==> src/rtl/rpn_pkg.sv <==
// Shared types and character decoding for the RPN add/subtract sequencer.
package rpn_pkg;

    typedef enum logic [1:0] {
        S_IDLE,
        S_EXEC,
        S_WB
    } state_e;

    localparam logic [7:0] CH_PLUS  = 8'h2B;
    localparam logic [7:0] CH_MINUS = 8'h2D;
    localparam logic [7:0] CH_EQ    = 8'h3D;
    localparam logic [7:0] CH_CLR   = 8'h63;
    localparam logic [7:0] CH_DUP   = 8'h64;
    localparam logic [7:0] CH_SWAP  = 8'h73;

    // Returns {is_hex, value}; only lowercase a-f are digits.
    function automatic logic [4:0] hex_char_val(input logic [7:0] ch);
        logic [4:0] r;
        r = 5'd0;
        if (ch >= 8'h30 && ch <= 8'h39) begin
            r = {1'b1, ch[3:0]};
        end else if (ch >= 8'h61 && ch <= 8'h66) begin
            r = {1'b1, 4'(ch[3:0] + 4'd9)};
        end
        return r;
    endfunction

endpackage

==> src/rtl/addsub_w.sv <==
// Combinational WIDTH-bit adder/subtractor; carry doubles as borrow when sub=1.
module addsub_w #(
    parameter int unsigned WIDTH = 4
) (
    input  logic [WIDTH-1:0] a,
    input  logic [WIDTH-1:0] b,
    input  logic             sub,
    output logic [WIDTH-1:0] sum,
    output logic             carry
);

    logic [WIDTH:0] ext;

    // The extended difference goes negative exactly when a < b.
    always_comb begin
        if (sub) begin
            ext = {1'b0, a} - {1'b0, b};
        end else begin
            ext = {1'b0, a} + {1'b0, b};
        end
        sum   = ext[WIDTH-1:0];
        carry = ext[WIDTH];
    end

endmodule

==> src/rtl/rpn_addsub_seq.sv <==
// RPN character-stream front end with a DEPTH-entry operand stack and a WIDTH-bit add/sub.
// Optional 'd' (dup) / 's' (swap) commands enabled by defining RPN_DUP_SWAP_EN.
module rpn_addsub_seq
    import rpn_pkg::*;
#(
    parameter  int unsigned WIDTH = 4,
    parameter  int unsigned DEPTH = 4,
    localparam int unsigned DW    = $clog2(DEPTH + 1)
) (
    input  logic             i_clk,
    input  logic             i_rst_n,
    input  logic             i_char_valid,
    input  logic [7:0]       i_char,
    output logic             o_char_ready,
    output logic [WIDTH-1:0] o_result,
    output logic             o_carry,
    output logic             o_result_valid,
    output logic [DW-1:0]    o_depth,
    output logic             o_err
);

    localparam int unsigned PW = $clog2(DEPTH);

    state_e           state_q, state_d;
    logic [WIDTH-1:0] stack_q [DEPTH];
    logic [WIDTH-1:0] stack_d [DEPTH];
    logic [DW-1:0]    depth_q, depth_d;
    logic [WIDTH-1:0] a_q, a_d, b_q, b_d, res_q, res_d, result_q, result_d;
    logic             sub_q, sub_d, carry_q, carry_d, valid_q, valid_d, err_q, err_d;

    logic             transfer, empty, full, has_two;
    logic [PW-1:0]    top_ptr, sec_ptr, nxt_ptr;
    logic [4:0]       hex;
    logic [WIDTH-1:0] push_val, alu_sum;
    logic             alu_carry;

    addsub_w #(
        .WIDTH(WIDTH)
    ) u_addsub (
        .a    (a_q),
        .b    (b_q),
        .sub  (sub_q),
        .sum  (alu_sum),
        .carry(alu_carry)
    );

    always_comb begin
        transfer = i_char_valid && o_char_ready;
        empty    = (depth_q == '0);
        full     = (depth_q == DW'(DEPTH));
        has_two  = (depth_q >= DW'(2));
        top_ptr  = PW'(depth_q - DW'(1));
        sec_ptr  = PW'(depth_q - DW'(2));
        nxt_ptr  = PW'(depth_q);
        hex      = hex_char_val(i_char);
        push_val = WIDTH'(hex[3:0]);
    end

    always_comb begin
        state_d  = state_q;
        stack_d  = stack_q;
        depth_d  = depth_q;
        a_d      = a_q;
        b_d      = b_q;
        sub_d    = sub_q;
        res_d    = res_q;
        result_d = result_q;
        carry_d  = carry_q;
        valid_d  = 1'b0;
        err_d    = err_q;
        unique case (state_q)
            S_IDLE: begin
                if (transfer) begin
                    if (i_char == CH_CLR) begin
                        depth_d = '0;
                        err_d   = 1'b0;
`ifdef RPN_DUP_SWAP_EN
                    end else if (i_char == CH_DUP) begin
                        if (empty || full) begin
                            err_d = 1'b1;
                        end else begin
                            stack_d[nxt_ptr] = stack_q[top_ptr];
                            depth_d          = depth_q + DW'(1);
                        end
                    end else if (i_char == CH_SWAP) begin
                        if (!has_two) begin
                            err_d = 1'b1;
                        end else begin
                            stack_d[top_ptr] = stack_q[sec_ptr];
                            stack_d[sec_ptr] = stack_q[top_ptr];
                        end
`else
                    end else if (i_char == CH_DUP) begin
                        // 'd' is a command character, never a digit, even when dup is absent.
                        err_d = err_q;
`endif
                    end else if (i_char == CH_PLUS || i_char == CH_MINUS) begin
                        if (has_two) begin
                            a_d     = stack_q[sec_ptr];
                            b_d     = stack_q[top_ptr];
                            sub_d   = (i_char == CH_MINUS);
                            state_d = S_EXEC;
                        end else begin
                            err_d = 1'b1;
                        end
                    end else if (i_char == CH_EQ) begin
                        if (empty) begin
                            err_d = 1'b1;
                        end else begin
                            result_d = stack_q[top_ptr];
                            carry_d  = 1'b0;
                            valid_d  = 1'b1;
                        end
                    end else if (hex[4]) begin
                        if (full) begin
                            err_d = 1'b1;
                        end else begin
                            stack_d[nxt_ptr] = push_val;
                            depth_d          = depth_q + DW'(1);
                        end
                    end
                end
            end
            // Result is published on entry to S_WB so the pulse lands two cycles after the op.
            S_EXEC: begin
                res_d    = alu_sum;
                result_d = alu_sum;
                carry_d  = alu_carry;
                valid_d  = 1'b1;
                state_d  = S_WB;
            end
            S_WB: begin
                stack_d[sec_ptr] = res_q;
                depth_d          = depth_q - DW'(1);
                state_d          = S_IDLE;
            end
            default: state_d = S_IDLE;
        endcase
    end

    always_ff @(posedge i_clk or negedge i_rst_n) begin
        if (!i_rst_n) begin
            state_q  <= S_IDLE;
            depth_q  <= '0;
            a_q      <= '0;
            b_q      <= '0;
            sub_q    <= 1'b0;
            res_q    <= '0;
            result_q <= '0;
            carry_q  <= 1'b0;
            valid_q  <= 1'b0;
            err_q    <= 1'b0;
        end else begin
            state_q  <= state_d;
            depth_q  <= depth_d;
            a_q      <= a_d;
            b_q      <= b_d;
            sub_q    <= sub_d;
            res_q    <= res_d;
            result_q <= result_d;
            carry_q  <= carry_d;
            valid_q  <= valid_d;
            err_q    <= err_d;
        end
    end

    always_ff @(posedge i_clk) begin
        stack_q <= stack_d;
    end

    always_comb begin
        o_char_ready   = (state_q == S_IDLE);
        o_result       = result_q;
        o_carry        = carry_q;
        o_result_valid = valid_q;
        o_depth        = depth_q;
        o_err          = err_q;
    end

endmodule

==> config.mk <==
export PLATFORM = sky130hd
export DESIGN_NAME = rpn_addsub_seq
export DESIGN_NICKNAME = d
export VERILOG_FILES = /design/src/rtl/rpn_pkg.sv /design/src/rtl/addsub_w.sv /design/src/rtl/rpn_addsub_seq.sv
export SDC_FILE = /design/constraint.sdc
export NUM_CORES = 1
export LEC_CHECK = 0
export ABC_AREA = 1
export CAP_MARGIN = 20
export CORE_MARGIN = 4
export CORE_UTILIZATION = 40
export DETAILED_ROUTE_END_ITERATION = 8
export SYNTH_ARGS = -nofsm -noshare
export SYNTH_HDL_FRONTEND = slang
export SYNTH_HIERARCHICAL = 1
export SYNTH_SLANG_ARGS = --single-unit
==> constraint.sdc <==
create_clock -name i_clk -period 4.69 [get_ports i_clk]
set_clock_uncertainty 0.1 [all_clocks]
set_input_delay 0.7035 -clock i_clk [delete_from_list [all_inputs] [get_ports i_clk]]
set_output_delay 0.7035 -clock i_clk [all_outputs]
set_load 0.03 [all_outputs]
==> results.sh <==
export IMPL_synthAdderAreaFrac=0.07110
export IMPL_crit_chain="clkdlybuf4s50_1"
export IMPL_rsz0062_at_grt="false"
export IMPL_startpoint_type="flop"
export IMPL_cp_end_kind="primary output"
export IMPL_grt_max_degree=28
export IMPL_clock_sinks=41
export IMPL_finalSetupViolations=0
export IMPL_met2_usage=0.2557
export IMPL_drv_slew=0
export IMPL_met3_usage=0.04083
export IMPL_syn_to_final_growth_pct=14.86
export IMPL_avgRoutedWirePerCell_um=14.31
export IMPL_drive_above_1_share=0.09399
export IMPL_cts_reportedPaths_clkPinSlew_ns=0.07
export IMPL_run_status="complete, no violations"
export IMPL_synthMuxAreaShare=0
export IMPL_place_port_buffers=21
export IMPL_die_area_um2=8252
export IMPL_cts_setup_buffers=0
export IMPL_fin_tns_setup_ns=0
export IMPL_crit_type="flop to primary output"
export IMPL_tritoncts="built"
export IMPL_ys_ff_latch=41
export IMPL_synthXorXnorAreaFrac=0.009572
export IMPL_crit_fanout=27
export IMPL_drcViolationCount=0
export IMPL_max_freq_ghz=0.3701
export IMPL_hpwlAfterDp_um=5192
export IMPL_path_buf_inv=1
export IMPL_drt_initial_drc_count=142
export IMPL_leakagePower_nw=1.436
export IMPL_syn_nets=386
export IMPL_pin_count=22
export IMPL_syn_area_um2=2745
export IMPL_critPathMaxStageDelay_ns=0.81
export IMPL_cts_root_buf="clkbuf_8"
export IMPL_antenna_found_initial=0
export IMPL_ys_types=32
export IMPL_placed_cell_area_um2=3019
export IMPL_vias_per_cell=5.135
export IMPL_synth_compound_area_frac=0.1568
export IMPL_via_count=2362
export IMPL_overflow=0
export IMPL_synth_edf_count=16
export IMPL_drtAntennaViolNets=0
export IMPL_grt_busiest_layer="met2"
export IMPL_post_route_util=0.4855
export IMPL_rows=29
export IMPL_synth_top_family_by_area="simple AND/OR/NAND/NOR gates"
export IMPL_crit_family="buffers and inverters"
export IMPL_cts_max_path_buffers=2
export IMPL_max_slew_worst_pin_slew_ns=0.7880
export IMPL_use_met1=0.2339
export IMPL_final_min_clock_period_ns=2.702
export IMPL_ys_seq_area_frac=0.4029
export IMPL_grt_pass1_wl_um=11040
export IMPL_htreeDepth=2
export IMPL_grtUsageTotal=0.1668
export IMPL_first_global_vias=2276
export IMPL_drtPass1Iterations=5
export IMPL_antenna_cells=0
export IMPL_power_density_nw_per_um2=388.2
export IMPL_syn_inst=360
export IMPL_timing_final_crit_share=0.5762
export IMPL_slew_headroom=0.4727
export IMPL_power_mw=1.224
export IMPL_fin_area_um2=3153
export IMPL_syn_avg_cell_area_um2=7.625
export IMPL_routed_wl_um=6584
export IMPL_synth_ff_type="dfrtp_1"
export IMPL_nNetsFinal=408
export IMPL_drv_cap=0
export IMPL_hold_violations=0
export IMPL_cp_slowest_cell="clkdlybuf4s50_1"
export IMPL_hp_class="flop to flop"
export IMPL_cts_buffers=5
export IMPL_chipWidth_um=90.84
export IMPL_initial_core_util=0.4227
export IMPL_cp_required_ns=3.89
export IMPL_ctsHoldBuffers=0
export IMPL_core_area_um2=6495
export IMPL_cts_resized=0
export IMPL_crit_arrival_ns=1.90
export IMPL_place_congestion=0.9170
export IMPL_die_h_um=90.84
export IMPL_synthSimpleGateAreaFrac=0.2726
export IMPL_clk_latency_ns=0.29
export IMPL_yosys_warnings=6
export IMPL_ys_async_sr_fraction=0.6098
export IMPL_peakVddDrop_v=0.0001354
==> final timing paths <==
kind                                        startpoint                 endpoint  slack (ns)  cells past startpoint
worst max-delay path            o_depth[0]$_DFFE_PN0P_               o_depth[0]        1.99                      1
worst min-delay path                a_q[2]$_DFFE_PN0P_       a_q[2]$_DFFE_PN0P_        0.39                      2
worst max register to register  o_depth[0]$_DFFE_PN0P_    stack_q[11]$_DFFE_PP_        1.99                      7
worst min register to register      a_q[2]$_DFFE_PN0P_       a_q[2]$_DFFE_PN0P_        0.39                      2
max in group asynchronous                      i_rst_n        o_err$_DFFE_PN0P_        3.56                      2
min in group asynchronous                      i_rst_n  o_result[3]$_DFFE_PN0P_        0.67                      2
==> kinds of logic (layout without fill, tap and decap cells) <==
logic type      count (synthesis)  count (layout)
simple gates                  167             167
compound gates                 74              74
buf+inv                        60              83
flops                          41              41
fa+ha+maj                      15              15
xor+xnor                        3               3
==> metrics by stage <==
step	instances	hold slack [ns]	setup slack (ns)
2_1_floorplan	360	0.3079	2.609
3_5_place_dp	452	0.3777	1.750
3_3_place_gp	452	0.3690	1.840
5_1_grt	460	0.4185	1.726
6_report	460	0.3932	1.988
4_1_cts	460	0.3978	1.961
==> area by class of cell <==
class / count / area [um2]
fillers: 648 / 3342
multi-input cells: 259 / 1400
flip-flops and latches: 41 / 1106
repair buffers: 22 / 217.7
inverters: 53 / 198.9
well taps: 77 / 96.34
clock buffers: 5 / 68.82
clock inverters: 3 / 65.06
==> metal layers <==
layer,part of all wire,wire length [um]
met1,0.49,3201
met2,0.45,2981
met3,0.048,313
met4,0.013,87
met5,0,0
==> cells in the final DEF (no fill, tap or decap), types with 5 or more instances in the layout <==
cell / n
o21ai_2: 10
nor2_1: 29
clkdlybuf4s50_1: 21
dfrtp_1: 25
clkbuf_8: 5
inv_1: 52
a21oi_1: 13
o22ai_1: 13
ha_1: 14
nand3_1: 26
o21ai_0: 35
nand2_1: 91
nand2_2: 7
edfxtp_1: 16
==> synth_stat cells, drive strengths merged (2+ instances only) <==
cell type  instances  share of area
a21oi             13          0.024
buf                5          0.011
clkbuf             2         0.0032
dfrtp             25           0.23
edfxtp            16           0.18
ha                14          0.064
inv               53          0.072
nand2             98           0.14
nand3             26          0.047
nor2              34          0.057
nor3               4          0.011
o21ai             46          0.098
o22ai             13          0.030
xor2               2         0.0064
==> registers in the layout, summed over array words and instances (netlist names) <==
register,cells
stack_q,16
a_q,4
b_q,4
o_result,4
res_q,4
o_depth,3
state_q,2
o_carry,1
o_err,1
o_result_valid,1
sub_q,1
==> tightest hold or removal path, stage by stage (launching register included) <==
cell and delay [ns]:
dfrtp_1 0.35, nand2_1 0.07, o21ai_2 0.05
==> power by group <==
| group | switching (mW) | internal (mW) | leakage (nW) |
|---|---|---|---|
| clock network | 0.120 | 0.211 | 0.0681 |
| logic | 0.283 | 0.169 | 0.868 |
| registers | 0.0479 | 0.393 | 0.501 |
| total | 0.451 | 0.773 | 1.44 |
Power figures use the tool's default switching activity.
